===== src/rtl/xor_share_arb.sv =====
// xor_share_arb: one WIDTH-bit XOR unit shared by four requesters under
// round-robin arbitration. A granted requester's operands are captured on the
// grant edge and held in a result register until the downstream handshake.
// Optional feature: define XOR_SHARE_ARB_PARITY_EN to add output res_parity,
// the registered XOR-reduction of res_data.
module xor_share_arb #(
  parameter int WIDTH = 8
) (
  input  logic                 clk,
  input  logic                 rst_n,
  input  logic [3:0]           req,
  input  logic [4*WIDTH-1:0]   a_in,
  input  logic [4*WIDTH-1:0]   b_in,
  input  logic                 res_ready,
  output logic [3:0]           gnt,
  output logic                 res_valid,
  output logic [WIDTH-1:0]     res_data,
  output logic [1:0]           res_id
`ifdef XOR_SHARE_ARB_PARITY_EN
  ,
  output logic                 res_parity
`endif
);

  typedef enum logic {
    IDLE = 1'b0,
    BUSY = 1'b1
  } state_t;

  state_t             state, state_nxt;
  logic [1:0]         ptr, ptr_nxt;
  logic [1:0]         scan_base;
  logic [1:0]         scan_idx;
  logic [1:0]         win;
  logic               win_found;
  logic               handshake;
  logic               do_grant;
  logic [WIDTH-1:0]   xor_res;
  logic [3:0]         gnt_nxt;
  logic               res_valid_nxt;
  logic [WIDTH-1:0]   res_data_nxt;
  logic [1:0]         res_id_nxt;

  // Round-robin winner search; on a handshake the scan already starts just past
  // the requester being retired so back-to-back grants rotate fairly.
  always_comb begin
    handshake = (state == BUSY) && res_valid && res_ready;
    scan_base = handshake ? (res_id + 2'd1) : ptr;
    win_found = 1'b0;
    win       = 2'd0;
    scan_idx  = 2'd0;
    for (int k = 0; k < 4; k++) begin
      scan_idx = scan_base + 2'(k);
      if (!win_found && req[scan_idx]) begin
        win_found = 1'b1;
        win       = scan_idx;
      end
    end
  end

  // The shared XOR unit, fed by the winner's operand slices.
  always_comb begin
    xor_res = '0;
    for (int i = 0; i < 4; i++) begin
      if (win == 2'(i)) begin
        xor_res = a_in[i*WIDTH +: WIDTH] ^ b_in[i*WIDTH +: WIDTH];
      end
    end
  end

  // Next-state and output logic; a grant always lands the block in BUSY.
  always_comb begin
    state_nxt     = state;
    ptr_nxt       = ptr;
    gnt_nxt       = 4'b0000;
    res_valid_nxt = res_valid;
    res_data_nxt  = res_data;
    res_id_nxt    = res_id;
    do_grant      = 1'b0;
    case (state)
      IDLE: begin
        if (win_found) begin
          do_grant = 1'b1;
        end
      end
      BUSY: begin
        if (handshake) begin
          ptr_nxt = scan_base;
          if (win_found) begin
            do_grant = 1'b1;
          end else begin
            res_valid_nxt = 1'b0;
            state_nxt     = IDLE;
          end
        end
      end
      default: begin
        state_nxt = IDLE;
      end
    endcase
    if (do_grant) begin
      gnt_nxt       = 4'b0001 << win;
      res_valid_nxt = 1'b1;
      res_data_nxt  = xor_res;
      res_id_nxt    = win;
      state_nxt     = BUSY;
    end
  end

  // State, pointer and result registers; reset discards any held result.
  always_ff @(posedge clk or negedge rst_n) begin
    if (!rst_n) begin
      state      <= IDLE;
      ptr        <= 2'd0;
      gnt        <= 4'b0000;
      res_valid  <= 1'b0;
      res_data   <= '0;
      res_id     <= 2'd0;
`ifdef XOR_SHARE_ARB_PARITY_EN
      res_parity <= 1'b0;
`endif
    end else begin
      state      <= state_nxt;
      ptr        <= ptr_nxt;
      gnt        <= gnt_nxt;
      res_valid  <= res_valid_nxt;
      res_data   <= res_data_nxt;
      res_id     <= res_id_nxt;
`ifdef XOR_SHARE_ARB_PARITY_EN
      res_parity <= ^res_data_nxt;
`endif
    end
  end

endmodule


===== config.mk =====
export PLATFORM = sky130hd
export DESIGN_NAME = xor_share_arb
export DESIGN_NICKNAME = d
export VERILOG_FILES = /design/src/rtl/xor_share_arb.sv
export SDC_FILE = /design/constraint.sdc
export NUM_CORES = 1
export LEC_CHECK = 0
export BUFFER_PORTS_ARGS = -buffer_cell sky130_fd_sc_hd__buf_4
export CAP_MARGIN = 30
export CORE_MARGIN = 2
export CORE_UTILIZATION = 43
export DETAILED_ROUTE_END_ITERATION = 16
export PLACE_DENSITY = 0.8
export SYNTH_ARGS = -nofsm -noshare
export SYNTH_HDL_FRONTEND = slang
export SYNTH_SLANG_ARGS = --single-unit

===== constraint.sdc =====
create_clock -name clk -period 2.8 [get_ports clk]
set_input_delay 0.42 -clock clk [delete_from_list [all_inputs] [get_ports clk]]
set_output_delay 0.42 -clock clk [all_outputs]
set_load 0.02 [all_outputs]

==> results.cfg <==
[cells_and_area]
ff_latch_area_um2 = 450
layout.cells.non_filler = 276
drive_above_1_share_pct = 44.8
multi_input_area_um2 = 890
nFillCells = 276
final_area_um2 = 2090
final_nets = 304
n_antenna_cell = 0
area_growth_pct = 46.5

[global_route]
antenna_found_initial = 0
overflow = 0
grt_pass1_vias = 1315
grt_max_degree = 19
grt_use_total_pct = 20.2
grt_pass1_wl_mm = 5.73

[run_status]
status = finished, final reports clean

[pwr]
leakage_nw = 0.980
powerDensity_nw_per_um2 = 661
irDropWorstVdd_mv = 0.352

[critical_path]
critical_path.top_delay_family = simple AND/OR/NAND/NOR gates
critPathKind = register to register
end_kind = register
cp-start-kind = register
path_cells = and3_1 > mux2i_1 > o21ai_2 > nand2_2 > a21oi_1 > a221o_1
timing.critical_path.buf_inv = 0
r2r_slack_ns = 0.67
slowest_stage = dfrtp_1
cpPeakStageDelay_ns = 0.44
crit_arrival_ns = 2.32
crit_fanout = 18
crit_required_ns = 2.98

[detailed_routing]
ant_nets = 0
post-route-drc-count = 0
wl_per_cell_um = 13.4
drt_iter0_markers = 29
dr.pass1.iters = 5
via_per_inst = 5.15
vias = 1422
drt-total-wl_mm = 3.71

[timing]
slew_viol_final = 0
setup_slack_ns = 0.666
hold_viol = 0
slew-limit-headroom_pct = 52.6
post-route-period-util_pct = 76.2
max_freq_mhz = 469
grt_setup_unrepaired = false
final.setup_skew_ns = 0.00313
finalSetupTns_ns = 0
min_period_ns = 2.13
finalSetupViolCount = 0
worst-slew-pin-transition_ns = 0.705

[cts]
cts_buffers = 3
cts_setup_buffers = 0
clock_latency_ns = 0.29
root_buffer = clkbuf_4
h-tree-depth = 1
cts_tree = done
clock_sinks = 18
cts-resized-gates = 0
clk_path_buf_depth = 2
cts_hold_buf = 1
cts.clk_slew.worst_paths_ns = 0.10

[run]
max_cap_viol_count = 0

[floorplan]
fp.coreArea_um2 = 3100
fp.dieW_um = 61.6
start_util_pct = 46.0
die-area_um2 = 3800
rows = 20
die_y_um = 61.6
top_level_ports = 86

[hold_path]
hold_class = input port to register

[placement]
place_area_um2 = 2040
dp_slack_ns = 0.625
post-dp-hpwl_mm = 3.03
place_congestion = 0.837
port_buffers = 85
placed_cells = 271

[yosys]
synth_area_leaders = dfrtp_1, xor2_1, xnor2_1
ys_types = 36
syn_area_um2 = 1430
yosys.area.top_type = dfrtp_1
ys_ff_latch = 18
ys_seq_area_share_pct = 31.6
synth_cells = 148
synth_top_cell_area_share_pct = 31.6
yosysWarnings = 0
syn_avg_cell_area_um2 = 9.65
synth_fp_nets = 219
==> state kept, by name (all words and copies together) (netlist names) <==
register / flops
res_data: 8
gnt: 4
res_valid: 1
state: 1
res_id: 2
ptr: 2
==> metal layers <==
layer | vias to the layer above | wire [µm] | global-route usage (%)
met5 | - | 0 | 0
met4 | 0 | 33 | 5.17
met3 | 2 | 208 | 3.15
met2 | 52 | 2000 | 36.5
met1 | 667 | 1470 | 24.9
li1 | 701 | - | -
==> cells in the final DEF (no fill, tap or decap), drive strengths merged, types with 2 or more instances in the layout <==
cell    instances
nand2           9
o21ai           4
nor2            8
nor3           16
xor2           17
mux2i           3
xnor2          16
nor2b           2
nand3           5
a221o           7
dfrtp          18
and2            2
buf            85
a211oi          7
a21oi           9
o211ai          3
clkbuf          4
inv             3
==> metrics by stage <==
stage / hold slack (ns) / power [mW] / utilization, %
floorplan: 0.124 / 0.955 / -
global placement: 0.299 / 1.21 / 65.9
detailed placement: 0.299 / 1.23 / 65.9
CTS: 0.333 / 1.39 / 67.4
global route: 0.344 / 1.48 / 67.4
finish: 0.330 / 1.38 / 67.4
==> kinds of logic after synthesis <==
logic type               synth area share [%]
adder cells (fa/ha/maj)                 0.701
buffers and inverters                    6.13
AO/OA/AOI/OAI                            20.1
XOR/XNOR                                 20.2
multiplexers                             3.15
flip-flops                               31.6
AND/OR/NAND/NOR                          18.1
==> power breakdown <==
| group | leakage (nW) | switching (mW) | internal, mW | total [mW] |
|---|---|---|---|---|
| registers | 0.221 | 0.0900 | 0.354 | 0.444 |
| clock network | 0.0210 | 0.0818 | 0.0792 | 0.161 |
| logic | 0.738 | 0.413 | 0.365 | 0.777 |
==> cells in the mapped netlist (all sizes together) <==
cell type / count
and2: 2
clkbuf: 2
a211o: 1
nor2: 8
a21oi: 9
a221o: 7
buf: 4
o221a: 1
o21ai: 4
a311oi: 1
nor3: 16
a211oi: 7
nor4: 1
a31oi: 1
inv: 3
a21o: 1
maj3: 1
or2b: 1
xnor2: 16
and3: 1
nand3: 5
o21a: 1
xor2: 17
mux2i: 3
nand2b: 1
nor2b: 2
o211ai: 3
mux2: 1
a311o: 1
dfrtp: 18
nand2: 9
==> cell type report <==
class                   count  share of cell area, %
multi-input cells         121                   42.5
repair buffers             86                   31.0
flip-flops and latches     18                   21.5
well taps                  44                   2.63
clock buffers               4                   1.74
inverters                   3                  0.539
==> path summary, 6_finish.rpt <==
check / cells past startpoint / start / to
max: 6 / state / res_data[5]
min: 2 / res_ready / res_valid
max reg2reg: 6 / state / res_data[5]
min reg2reg: 2 / res_data[7] / res_data[7]
max in group asynchronous: 2 / rst_n / res_data[7]
min in group asynchronous: 2 / rst_n / res_valid
==> worst reg2reg max path: stages (launching register included) <==
cell and delay, ns:
dfrtp_1 0.44, and3_1 0.32, mux2i_1 0.38, o21ai_2 0.13, nand2_2 0.28, a21oi_1 0.13, a221o_1 0.34
Power figures use the tool's default switching activity.
